### config.mk
export PLATFORM = sky130hd
export DESIGN_NAME = toy_bus_age_arb_node
export DESIGN_NICKNAME = d
export VERILOG_FILES = /design/src/rtl/toy_bus_age_arb_node.sv
export SDC_FILE = /design/constraint.sdc
export NUM_CORES = 1
export LEC_CHECK = 0
export ABC_AREA = 1
export ABC_CLOCK_PERIOD_IN_PS = 2800
export CORE_AREA = 2 2 552 554
export CTS_CLUSTER_DIAMETER = 80
export DETAILED_ROUTE_END_ITERATION = 12
export DIE_AREA = 0 0 554 556
export MAX_ROUTING_LAYER = met4
export RECOVER_POWER = 50
export SLEW_MARGIN = 40
export SYNTH_ARGS = -nofsm -noshare
export SYNTH_HDL_FRONTEND = slang
export SYNTH_SLANG_ARGS = --single-unit
### constraint.sdc
create_clock -name clk -period 2.8 [get_ports clk]
set_input_delay 0.56 -clock clk [delete_from_list [all_inputs] [get_ports clk]]
set_output_delay 0.56 -clock clk [all_outputs]
set_load 0.02 [all_outputs]
### src/rtl/toy_bus_age_arb_node.sv
// N-input age-matrix arbiter with packet lock for the toy bus fabric.
// Define TOY_BUS_ARB_OUT_REG_EN to add a 1-entry output register stage.
module toy_bus_age_arb_node #(
    parameter int unsigned NUM_IN = 4,
    parameter int unsigned PLD_W  = 275
) (
    input  logic                    clk,
    input  logic                    rst_n,
    input  logic [NUM_IN-1:0]       in_vld,
    output logic [NUM_IN-1:0]       in_rdy,
    input  logic [NUM_IN-1:0]       in_last,
    input  logic [NUM_IN*PLD_W-1:0] in_pld,
    output logic                    out_vld,
    input  logic                    out_rdy,
    output logic                    out_last,
    output logic [PLD_W-1:0]        out_pld,
    output logic [NUM_IN-1:0]       out_grant
);

    localparam int unsigned IDX_W = (NUM_IN > 1) ? $clog2(NUM_IN) : 1;

    // Row i holds a 1 in column j when input j is older than input i.
    function automatic logic [NUM_IN-1:0][NUM_IN-1:0] age_init();
        logic [NUM_IN-1:0][NUM_IN-1:0] a;
        a = '0;
        for (int unsigned i = 0; i < NUM_IN; i++) begin
            for (int unsigned j = 0; j < NUM_IN; j++) begin
                a[i][j] = (j < i);
            end
        end
        return a;
    endfunction

    localparam logic [NUM_IN-1:0][NUM_IN-1:0] AGE_RST = age_init();

    logic [NUM_IN-1:0][NUM_IN-1:0] age_q, age_d;
    logic                          lock_q, lock_d;
    logic [IDX_W-1:0]              lock_idx_q, lock_idx_d;

    logic [NUM_IN-1:0] sel;
    logic [NUM_IN-1:0] lock_oh;
    logic [NUM_IN-1:0] grant;
    logic [NUM_IN-1:0] acc;
    logic              take;
    logic              mux_vld;
    logic              mux_last;
    logic [PLD_W-1:0]  mux_pld;

`ifdef TOY_BUS_ARB_OUT_REG_EN
    logic              out_vld_q;
    logic              out_last_q;
    logic [PLD_W-1:0]  out_pld_q;
    logic [NUM_IN-1:0] out_grant_q;

    assign take = ~out_vld_q | out_rdy;
`else
    assign take = out_rdy;
`endif

    always_comb begin
        sel = '0;
        for (int unsigned i = 0; i < NUM_IN; i++) begin : g_sel
            logic older;
            older = 1'b0;
            for (int unsigned j = 0; j < NUM_IN; j++) begin
                if (j != i && age_q[i][j] && in_vld[j]) begin
                    older = 1'b1;
                end
            end
            sel[i] = in_vld[i] & ~older;
        end
    end

    always_comb begin
        lock_oh = '0;
        for (int unsigned i = 0; i < NUM_IN; i++) begin
            lock_oh[i] = (lock_idx_q == IDX_W'(i));
        end
    end

    // A locked grant holds even when the owner is idle, so other inputs see a bubble.
    assign grant  = lock_q ? lock_oh : sel;
    assign in_rdy = grant & {NUM_IN{take}};
    assign acc    = in_rdy & in_vld;

    always_comb begin
        mux_vld  = |(grant & in_vld);
        mux_last = |(grant & in_last);
        mux_pld  = '0;
        for (int unsigned i = 0; i < NUM_IN; i++) begin
            mux_pld = mux_pld | (in_pld[i*PLD_W +: PLD_W] & {PLD_W{grant[i]}});
        end
    end

    always_comb begin
        age_d = age_q;
        for (int unsigned i = 0; i < NUM_IN; i++) begin
            if (acc[i] && in_last[i]) begin
                for (int unsigned j = 0; j < NUM_IN; j++) begin
                    if (j != i) begin
                        age_d[i][j] = 1'b1;
                        age_d[j][i] = 1'b0;
                    end
                end
            end
        end
    end

    always_comb begin
        lock_d     = lock_q;
        lock_idx_d = lock_idx_q;
        for (int unsigned i = 0; i < NUM_IN; i++) begin
            if (acc[i]) begin
                if (!in_last[i]) begin
                    lock_d     = 1'b1;
                    lock_idx_d = IDX_W'(i);
                end else if (lock_q && lock_idx_q == IDX_W'(i)) begin
                    lock_d = 1'b0;
                end
            end
        end
    end

    always_ff @(posedge clk or negedge rst_n) begin
        if (!rst_n) begin
            age_q      <= AGE_RST;
            lock_q     <= 1'b0;
            lock_idx_q <= '0;
        end else begin
            age_q      <= age_d;
            lock_q     <= lock_d;
            lock_idx_q <= lock_idx_d;
        end
    end

`ifdef TOY_BUS_ARB_OUT_REG_EN
    always_ff @(posedge clk or negedge rst_n) begin
        if (!rst_n) begin
            out_vld_q   <= 1'b0;
            out_last_q  <= 1'b0;
            out_pld_q   <= '0;
            out_grant_q <= '0;
        end else if (take) begin
            out_vld_q   <= mux_vld;
            out_last_q  <= mux_last;
            out_pld_q   <= mux_pld;
            out_grant_q <= grant;
        end
    end

    assign out_vld   = out_vld_q;
    assign out_last  = out_last_q;
    assign out_pld   = out_pld_q;
    assign out_grant = out_grant_q;
`else
    assign out_vld   = mux_vld;
    assign out_last  = mux_last;
    assign out_pld   = mux_pld;
    assign out_grant = grant;
`endif

    a_grant_onehot: assert property (@(posedge clk) disable iff (!rst_n) $onehot0(grant));
    a_acc_onehot:   assert property (@(posedge clk) disable iff (!rst_n) $onehot0(acc));

    for (genvar gi = 0; gi < NUM_IN; gi++) begin : g_age_chk
        for (genvar gj = gi + 1; gj < NUM_IN; gj++) begin : g_pair
            a_age_antisym: assert property (@(posedge clk) disable iff (!rst_n)
                age_q[gi][gj] ^ age_q[gj][gi]);
        end
    end

endmodule
# Word level (Yosys, flattened, before mapping)
# Cells that the tools add are included.
[word_totals]
ff_bits = 15
inputBits = 1111
out_inout_bits = 285
[classes]
eq_ne = 3
n_mux = 47
bitwise = 19
n_reduce_logical = 29
[op_table]
columns = ["op", "count"]
rows = [
  ["$and A275 B275 Y275", 4],
  ["$or A275 B275 Y275", 3],
  ["$mux W1", 34],
  ["$logic_and A1 B1 Y1", 20],
  ["$mux W2", 10],
  ["$and A4 B4 Y4", 4],
  ["$mux W4", 3],
  ["$reduce_bool A2 Y1", 6],
  ["$reduce_or A4 Y1", 2],
  ["$and A1 B1 Y1", 4],
  ["$eq A2 B2 Y1 const B", 2],
  ["$not A1 Y1", 4],
  ["$eq A2 B1 Y1 const B", 1],
  ["$logic_not A2 Y1", 1],
]

# Depth between registers and ports, before layout
# Gate-level depths: netlist (run 1).
[logic_depth]
ltp_word = 19
mapped_depth = 12

# Least setup slack after synthesis (run 1)
# No wires, ideal clock.
[synth_timing]
path_kind = "input to output"
startpoint = "in in_vld[0]"
endpoint = "out out_pld[265]"
t_arrival_ps = 1746
t_required_ps = 2240
path_slack_ps = 494
path_stages = 8
path_cell_list = "buf_4 -> nand2_1 -> nor2_1 -> nor2_2 -> nor2_4 -> clkbuf_1 -> nand2_1 -> nand4_1"
[synth_lines]
columns = ["item", "line", "source"]
rows = [
  ["start, declared", "9", "input logic [NUM_IN-1:0] in_vld,"],
  ["$and A1 B1 Y1", "70", "sel[i] = in_vld[i] & ~older;"],
  ["$mux W4", "82", "assign grant = lock_q ? lock_oh : sel;"],
  ["named net out_grant[0]", "17", "output logic [NUM_IN-1:0] out_grant"],
  ["$and A275 B275 Y275", "91", "mux_pld = mux_pld | (in_pld[i*PLD_W +: PLD_W] & {PLD_W{grant[i]}});"],
  ["$or A275 B275 Y275 (3 in a row)", "91", ""],
  ["end, declared", "16", "output logic [PLD_W-1:0] out_pld,"],
]
# The timed path passes the listed nets, and every way through them passes these cells.

# Final worst setup path (run 1)
[layout_timing]
startpoint = "reg lock_q"
endpoint = "out out_pld[65]"
[layout_via]
elab_chain_len = 5
[layout_lines]
columns = ["item", "line", "source"]
rows = [
  ["start, declared", "37", "logic lock_q, lock_d;"],
  ["start signal, assigned", "131", "lock_q <= lock_d;"],
  ["$mux W4 *", "82", ""],
  ["$and A275 B275 Y275", "91", ""],
  ["$or A275 B275 Y275 (2 in a row)", "91", ""],
  ["$or A275 B275 Y275 *", "91", ""],
]
# Mark *: on every way between the ends. The rest lies on a longest branch, timed or not.

==> results of run 1 <==
[power by group]
group | total [mW] | internal [mW] | switching [mW]
clock | 0.299 | 0.193 | 0.105
sequential | 0.445 | 0.350 | 0.0958
combinational | 48.6 | 21.7 | 26.9
[per-layer routing]
| layer | part of all wire, % | up-vias |
|---|---|---|
| li1 | - | 9004 |
| met1 | 38 | 9960 |
| met2 | 42 | 2141 |
| met3 | 16 | 662 |
| met4 | 5.3 | 0 |
| met5 | 0 | - |
[worst max-delay path by stage]
stage,start,end
floorplan,in_vld[0],out_pld[265]
global placement,in_vld[2],out_pld[40]
detailed placement,in_vld[2],out_pld[40]
CTS,lock_q,out_pld[100]
global route,lock_q,out_pld[155]
finish,lock_q,out_pld[65]
[kinds of logic (layout without fill, tap and decap cells)]
| family | Yosys count | after routing | synth area share [%] |
|---|---|---|---|
| buffers and inverters | 146 | 1747 | 9.77 |
| other | 0 | 255 | 0 |
| flip-flops | 15 | 15 | 5.16 |
| AO/OA/AOI/OAI | 11 | 11 | 0.979 |
| AND/OR/NAND/NOR | 1463 | 1463 | 84.1 |
[final cells by class]
type                            count  area share, %
Sequential cell                    15           1.06
Antenna cell                      255           1.75
Tap cell                         3978           13.7
Clock buffer                        3          0.206
Multi-Input combinational cell   1474           24.4
Inverter                           23          0.244
Clock inverter                      1         0.0206
Timing Repair Buffer             1720           58.7
[stage by stage]
stage                     hold WS, ps  TNS, ps  cell area, µm²  std cells
after floorplan                   264        0            7410       1635
after CTS                         466   -14170           33700       7178
after detailed placement          458  -186770           29000       6997
final                             466   -17650           36400       7469
after global routing              482   -34900           36300       7459
after global placement            452  -183640           29000       6997
[synth_stat cells]
cell type / instances
nor3_2: 2
nand3_1: 4
a21oi_1: 3
buf_4: 12
nor2_2: 1
dfrtp_1: 9
nand4_1: 284
a31oi_1: 1
o211ai_1: 1
inv_2: 3
nor2_1: 15
o21ai_0: 1
buf_2: 93
inv_1: 20
dfstp_2: 6
nand2_2: 2
nand2_1: 1154
buf_6: 2
o21a_1: 4
clkbuf_1: 13
o2111ai_1: 1
buf_1: 3
nor2_4: 1
[state kept, by name, summed over array words and instances, names as in the netlist]
register    count
age_q          12
lock_idx_q      2
lock_q          1
[worst register-to-register path: cells and delay by family, from the launching register on]
kind / cells / cell delay, ps
simple gates: 7 / 1280
buf+inv: 5 / 690
flops: 1 / 490
[repair_timing]
item                                    4_1_cts  5_1_grt
gates cloned                                 53       12
endpoints found under the setup margin      282      277
pin swaps                                   170      189
gates resized for setup                     769      502
hold buffers                                  0        0
buffers inserted                            129       45
==> flow_metrics.tcl, run 1 <==
set metrics [dict create \
    status "finished with violations" \
    violations "negative setup slack" \
    crit_top_cell "buf_12" \
    worstSetupEndpointType "primary output" \
    grt_busiest_layer "met2" \
    cp_max_fo 8 \
    vias_per_cell 2.91 \
    ys_top_cells_by_area "nand2_1, nand4_1, buf_2" \
    grt_util_all_layers_pct 20.4 \
    setup_viol 212 \
    io_pins 1396 \
    synth.top_cell.area_share_pct 58.4 \
    hold_path.class "register to register" \
    slowest_stage "dfrtp_2" \
    path_buf_inv 6 \
    tightest_slew_ps 706 \
    overflow 0 \
    numCtsBuffers 3 \
    core_area_um2 302000 \
    route.vias.total 21800 \
    drive_above_1_share_pct 33.2 \
    port-buffer-count 1395 \
    critPathRequiredTime_ps 2240 \
    crit_cells 10 \
    yosys_warnings 0 \
    max_slew_margin_pct 52.8 \
    hold_depth 2 \
    grt_pass1_vias 20100 \
    syn_area_um2 7410 \
    power_mw 49.4 \
    grt_max_degree 25 \
    pre_cts_ws_ps -1140 \
    path_cells "buf_6, nor2_4, nor2_4, buf_12, buf_12, buf_16, buf_12, nand2_2, nand4_1, buf_12" \
    multi_input_area_um2 8860 \
    clock-sinks 15 \
    rr_startpoint "lock_q" \
    fin_crit_sh_pct 107 \
    avgSynthCellArea_um2 4.53 \
    clk_pin_slew_ps 50 \
    die_h_um 556 \
    ir_drop_uv 499 \
    final_hold_viol_count 0 \
    cpPeakStageDelay_ps 490 \
    timing.final.ws_setup_ps -204 \
    layout.nets 4348 \
    clock_skew_ps 3.97 \
    dieArea_um2 308000 \
    placementRows 202 \
    htreeDepth 1 \
    maxCapViolCount 0 \
    avgRoutedWirePerCell_um 42.9 \
    whs_endpoint "age_q[8]" \
    hp-start "age_q[8]" \
    path_delay_family "buffers and inverters" \
    grt_pass1_wl_mm 362 \
    post-route-min-period_ps 3000 \
    met2_usage_pct 29.8 \
    clk_path_buf_depth 2 \
    leakage_nw 13.7 \
    firstDrtPassIters 6 \
    num-fill-cells 34700 \
    max_freq_mhz 333 \
    synth_cells 1635 \
    tritoncts "yes" \
    antenna_found_initial 512 \
    gp_congestion 1.17 \
    clock_latency_ps 260 \
    postRouteWirelength_mm 320 \
    reg2reg_depth 12 \
    rsz0062_at_grt "yes" \
    reg2reg_to "age_q[13]" \
    slew_violations 0 \
    crit_type "register to primary output" \
    syn2layout_area_growth_pct 390 \
    seq_area_um2 384 \
    cellPowerDensity_nw_per_um2 1360 \
    use_met1_pct 21.6 \
    drt_iter0_markers 1460 \
    yosysUniqueCellTypes 23 \
    antenna_left 0 \
    dp_hpwl_mm 286 \
    use_met3_pct 13.8 \
    die_w_um 554 \
    root_buffer "clkbuf_16" \
    ys_seq_area_share_pct 5.16 \
    synth_nets 2746 \
    synth-seq-cells 15 \
    rrSetupSlack_ps 270 \
    fin_util_pct 12.0 \
    drc 0 \
    layout_common_cells "clkdlybuf4s50_1, nand2_1, nand4_1, buf_12, nand2_2" \
    final_common_cell "clkdlybuf4s50_1" \
    start_util_pct 2.45 \
    synth_top_cell_by_area "nand2_1" \
    cp.arrival_ps 2440 \
    critPathLaunchType "register" \
]
No activity file was read; power rests on OpenSTA's default activity.
==> run 2: changes to the inputs <==
Settings changed: GPL_TIMING_DRIVEN set to 0.
==> flow_metrics.tcl, run 2 (same netlist as run 1, synthesis figures left out) <==
set metrics [dict create \
    fin_util_pct 11.3 \
    pwr-share-seq_pct 0.9 \
    reg2reg_depth 12 \
    ir_drop_uv 572 \
    worstSetupEndpointType "primary output" \
    combPwrFrac_pct 98.5 \
    largest_reg_flops 12 \
    io_pins 1396 \
    setup_viol 225 \
    firstDrtPassIters 6 \
    htreeDepth 1 \
    clk_path_buf_depth 2 \
    grt_max_degree 16 \
    critPathLaunchType "register" \
    placementRows 202 \
    dp.cells 7009 \
    post-route-min-period_ps 3120 \
    tightest_slew_ps 701 \
    drc 0 \
    rsz0062_at_grt "yes" \
    instances_no_fill 7380 \
    maxCapViolCount 0 \
    die_w_um 554 \
    cp.arrival_ps 2560 \
    endpoint "out_pld[39]" \
    largest_registers "age_q x12, lock_idx_q x2, lock_q x1" \
    max_slew_margin_pct 53.1 \
    overflow 0 \
    cellPowerDensity_nw_per_um2 1380 \
    tns_ps -21730 \
    ctsHoldBuffers 0 \
    layout.nets 4310 \
    reg2reg_to "age_q[13]" \
    clk_pin_slew_ps 50 \
    syn2layout_area_growth_pct 360 \
    cp_max_fo 10 \
    postRouteWirelength_mm 323 \
    status "finished with violations" \
    tritoncts "yes" \
    start_util_pct 2.45 \
    die_h_um 556 \
    dp_hpwl_mm 293 \
    grt_util_all_layers_pct 20.4 \
    rr_startpoint "lock_q" \
    core_area_um2 302000 \
    layout_common_cells "clkdlybuf4s50_1, nand2_1, nand4_1" \
    critPathLaunch "lock_q" \
    hold_ws_ps 466 \
    final_hold_viol_count 0 \
    drive_above_1_share_pct 34.3 \
    numCtsBuffers 3 \
    antenna_found_initial 393 \
    top_register "age_q" \
    port-buffer-count 1393 \
    grt_pass1_vias 19400 \
    vias_per_cell 2.84 \
    antenna_left 0 \
    p_int_mw 17.1 \
    dieArea_um2 308000 \
    leakage_nw 12.9 \
    p_switching_mw 29.9 \
    gp_congestion 1.32 \
    timing.final.ws_setup_ps -317 \
    grt_pass1_wl_mm 359 \
    violations "negative setup slack" \
    drt_iter0_markers 1389 \
    route.vias.total 20900 \
    fin_crit_sh_pct 111 \
    crit_type "register to primary output" \
    max_freq_mhz 321 \
    clock_skew_ps 5.04 \
    final_common_cell "clkdlybuf4s50_1" \
    root_buffer "clkbuf_16" \
    clock_power_share_pct 0.6 \
    slew_violations 0 \
    hp-start "age_q[12]" \
    critPathRequiredTime_ps 2240 \
    clock_latency_ps 250 \
    avgRoutedWirePerCell_um 43.7 \
    hold_path.class "register to register" \
    clock-sinks 15 \
    p_sw_share_pct 63.6 \
    rrSetupSlack_ps 640 \
]
-- run 2: metal layers --
layer  vias to the layer above  share of wire, %  wire [µm]  global-route usage, %
li1                       8801                 -          -                      -
met1                      9613                41     132000                   23.7
met2                      1917                41     133000                   29.8
met3                       603                12      39400                   9.97
met4                         0               5.4      17400                   7.70
met5                         -                 0          0                      -
-- run 2: worst max-delay path: stages (launching register included) --
cell     delay, ps
dfrtp_1        370
buf_6          150
buf_6          120
nor2_4         110
nor2_4          50
buf_12         150
buf_12         160
buf_16         140
buf_16         170
nand2_1        100
nand4_1        370
buf_6          300
-- run 2: final cells by class --
| type | count | area, µm² |
|---|---|---|
| Buffer | 112 | 1860 |
| Clock buffer | 3 | 75.1 |
| Sequential cell | 15 | 384 |
| Tap cell | 3978 | 4980 |
| Multi-Input combinational cell | 1474 | 9100 |
| Antenna cell | 204 | 510 |
| Timing Repair Buffer | 1570 | 17100 |
| Fill cell | 34900 | 268000 |
| Clock inverter | 1 | 7.51 |
| Inverter | 23 | 88.8 |
-- run 2: worst min-delay path by stage --
stage,depth (start not counted),endpoint
after floorplan,0,age_q[11]
after global placement,2,age_q[9]
after detailed placement,2,age_q[14]
after CTS,2,age_q[14]
after global routing,2,age_q[8]
final,2,age_q[12]
-- run 2: what timing repair did --
item                                    4_1_cts  5_1_grt
pin swaps                                    76      159
setup buffers                                48       96
endpoints found under the setup margin      285      284
resized for setup                          1768     1194
gates cloned                                 10       24
-- run 2: power by group through the flow --
stage,Sequential [mW],Clock [mW],Combinational [mW]
after floorplan,0.397,0,10.6
after global placement,0.410,0,35.3
after detailed placement,0.416,0,35.1
after CTS,0.416,0.291,39.8
after global routing,0.439,0.305,48.2
final,0.429,0.288,46.3
-- run 2: metrics by stage --
step / cell area, µm² / setup slack, ps / total power [mW]
after global placement: 26300 / -3510 / 35.7
after CTS: 29200 / -304 / 40.6
after floorplan: 7410 / 494 / 11.0
after detailed placement: 26300 / -2520 / 35.6
after global routing: 34100 / -320 / 48.9
final: 34100 / -317 / 47.0
==> edit: new RTL, flow settings as in run 1 <==
`NUM_IN`: 4 -> 2.
--- a/src/rtl/toy_bus_age_arb_node.sv
+++ b/src/rtl/toy_bus_age_arb_node.sv
@@ -1,7 +1,7 @@
 // N-input age-matrix arbiter with packet lock for the toy bus fabric.
 // Define TOY_BUS_ARB_OUT_REG_EN to add a 1-entry output register stage.
 module toy_bus_age_arb_node #(
-    parameter int unsigned NUM_IN = 4,
+    parameter int unsigned NUM_IN = 2,
     parameter int unsigned PLD_W  = 275
 ) (
     input  logic                    clk,
Ports: changed (5 resized); port bits go from 1396 to 838. No check against the original RTL was run, so the function may have changed too.
==> edit against run 1 <==
Sequential share of layout area shrank 0.50 points. Cell area down 50%. Count of clock-buffer cells in the layout is 1 higher. Synthesized area down 60%. Worst setup slack improved by 0.32 ns. Via count down 61%. Wire length decreased by 50%. Total power fell by 57%. Global-route usage down 10 points. Clock skew shrank 0.0010 ns. Sequential cell count shrank 11.
==> edit: results (changes against run 1) <==
[run_status]
outcome = completed  ; was finished with violations

[hold_path]
hold_start = age_q[2]  ; was age_q[8]
min_to = age_q[2]  ; was age_q[8]
hold_path_class = reg2reg  ; unchanged
worstHoldPathCells = 2  ; unchanged

[clock_network]
clkTransAtPathRegs_ns = 0.03  ; was 0.05 ns
cts-root-buf = clkbuf_16  ; unchanged
clk_latency_ns = 0.23  ; was 0.26 ns
clk_path_buf_depth = 2  ; unchanged
htree_num_levels = 1  ; unchanged
numCtsBuffers = 3  ; unchanged

[drt]
drt-initial-drc-count = 341  ; was 1460
vias_per_cell = 1.65  ; was 2.91
drt_first_pass_iters = 4  ; was 6
wire_per_inst_um = 30.6  ; was 42.9 um

[critical_path]
max_stage_delay_ns = 0.42  ; was 0.49 ns
rrSetupSlack_ns = 1.11  ; was 0.27 ns
r2r-end = lock_q  ; was age_q[13]
cp.arrival_ns = 2.13  ; was 2.44 ns
r2r_cells = 9  ; was 12
crit_path_start = lock_q  ; unchanged
cp_max_fo = 15  ; was 8
slowest_stage = dfrtp_1  ; was dfrtp_2

[finish]
fin_nets = 1783  ; was 4348
reg.largest.list = age_q x2, lock_idx_q x1, lock_q x1  ; was age_q x12, lock_idx_q x2, lock_q x1
fillCellCount = 35419  ; was 34.7k
drive_gt1_frac = 0.237  ; was 0.332

[yosys]
synthArstFlopShare = 1.00  ; unchanged
synth_commonest_cells = a22o_1 (276), buf_2 (37), clkbuf_1 (12), buf_4 (11)  ; was nand2_1 (1154), nand4_1 (284), buf_2 (93), inv_1 (20), nor2_1 (15)
ys_warn_count = 0  ; unchanged
ys_types = 17  ; was 23
ys_seq_area_frac = 0.0338  ; was 0.0516
syn-num-nets = 933  ; was 2746
ys_top_cells_by_area = a22o_1 (81%), buf_2 (6.2%), buf_4 (2.8%), dfrtp_1 (2.5%), clkbuf_1 (1.5%)  ; was nand2_1 (58%), nand4_1 (24%), buf_2 (6.3%), dfrtp_1 (3.0%), dfstp_2 (2.1%)
synthFlopType = dfrtp_1  ; unchanged

[place]
gp_congestion = 0.732  ; was 1.17
dpl_cell_area_um2 = 18500  ; was 29000 um^2
io_buffers = 837  ; was 1395
dp_hpwl_um = 152000  ; was 286000 um

[grt]
grt_pass1_vias = 7786  ; was 20.1k
antenna_found_initial = 231  ; was 512
met3_usage = 0.0436  ; was 0.138
grtUsageTotal = 0.103  ; was 0.204
met1_usage = 0.116  ; was 0.216
grt_pass1_wl_um = 177000  ; was 362000 um
grt_max_degree = 33  ; was 25
gr-usage-met2 = 0.177  ; was 0.298

[timing]
skew_ns = 0.00295  ; was 0.00397 ns
slew_headroom = 0.623  ; was 0.528

[power_and_ir_drop]
leakage_uw = 0.00577  ; was 0.0137 uW
vdd_drop_max_v = 0.000539  ; was 0.000499 V

edit: final cells by class:
| type | instances | area (um^2) | share of cell area |
|---|---|---|---|
| flip-flops and latches | 4 | 101 | 0.00558 |
| multi-input cells | 303 | 2710 | 0.149 |
| repair buffers | 905 | 10200 | 0.563 |
| clock buffers | 4 | 78.8 | 0.00434 |
| well taps | 3978 | 4980 | 0.274 |
| diodes | 14 | 35.0 | 0.00193 |
| inverters | 9 | 33.8 | 0.00186 |
edit: worst max-delay path: cells and delay by family, from the launching register on:
kind | cells | cell delay (ns)
buffers and inverters | 4 | 0.86
DFF | 1 | 0.42
and+or+nand+nor | 2 | 0.31
AOI/OAI and AO/OA | 2 | 0.24
edit: how the worst max path moves through the flow:
stage,endpoint,slack (ns),depth (start not counted)
2_1_floorplan,out_pld[265],0.63,5
3_3_place_gp,out_pld[157],-0.55,8
3_5_place_dp,out_pld[157],-0.56,8
4_1_cts,out_pld[210],0.0003,10
5_1_grt,out_pld[263],0.04,9
6_report,out_pld[172],0.11,8
edit: layer usage:
layer	routed length, um	vias to the layer above
met4	3350	0
met3	16500	427
met1	64100	3753
met2	75400	1052
li1	-	3353
met5	0	-
edit: cells by family (layout without fill, tap and decap cells):
kind of cell,count (synthesis),in the layout,share of synthesized area
buf+inv,69,918,0.116
flops,4,4,0.0338
other cells,0,14,0
simple gates,21,21,0.0330
compound gates,282,282,0.818
edit: stage by stage:
stage / TNS [ns] / total power [uW] / std cells / hold slack [ns] / worst slack (ns)
detailed placement: -63.65 / 22300 / 5186 / 0.489 / -0.565
finish: 0 / 21200 / 5217 / 0.495 / 0.112
global placement: -60.15 / 22300 / 5186 / 0.473 / -0.549
global route: 0 / 22500 / 5207 / 0.503 / 0.0380
CTS: 0 / 23700 / 5203 / 0.498 / 0.000259
floorplan: 0 / 6670 / 376 / 0.264 / 0.631
edit: power breakdown:
group          leakage [uW]  total [uW]  switching [uW]  internal [uW]
logic               0.00569       20800           11900           8910
registers         0.0000447         118            27.0           91.1
clock network     0.0000382         234            45.6            188
total               0.00577       21200           12000           9190
edit: repair_timing:
item                                    in CTS  in global routing
endpoints found under the setup margin     250                 99
gates resized for setup                    191                 45
cloned                                       6                  0
buffers inserted                             7                  0
pin swaps                                    3                  3
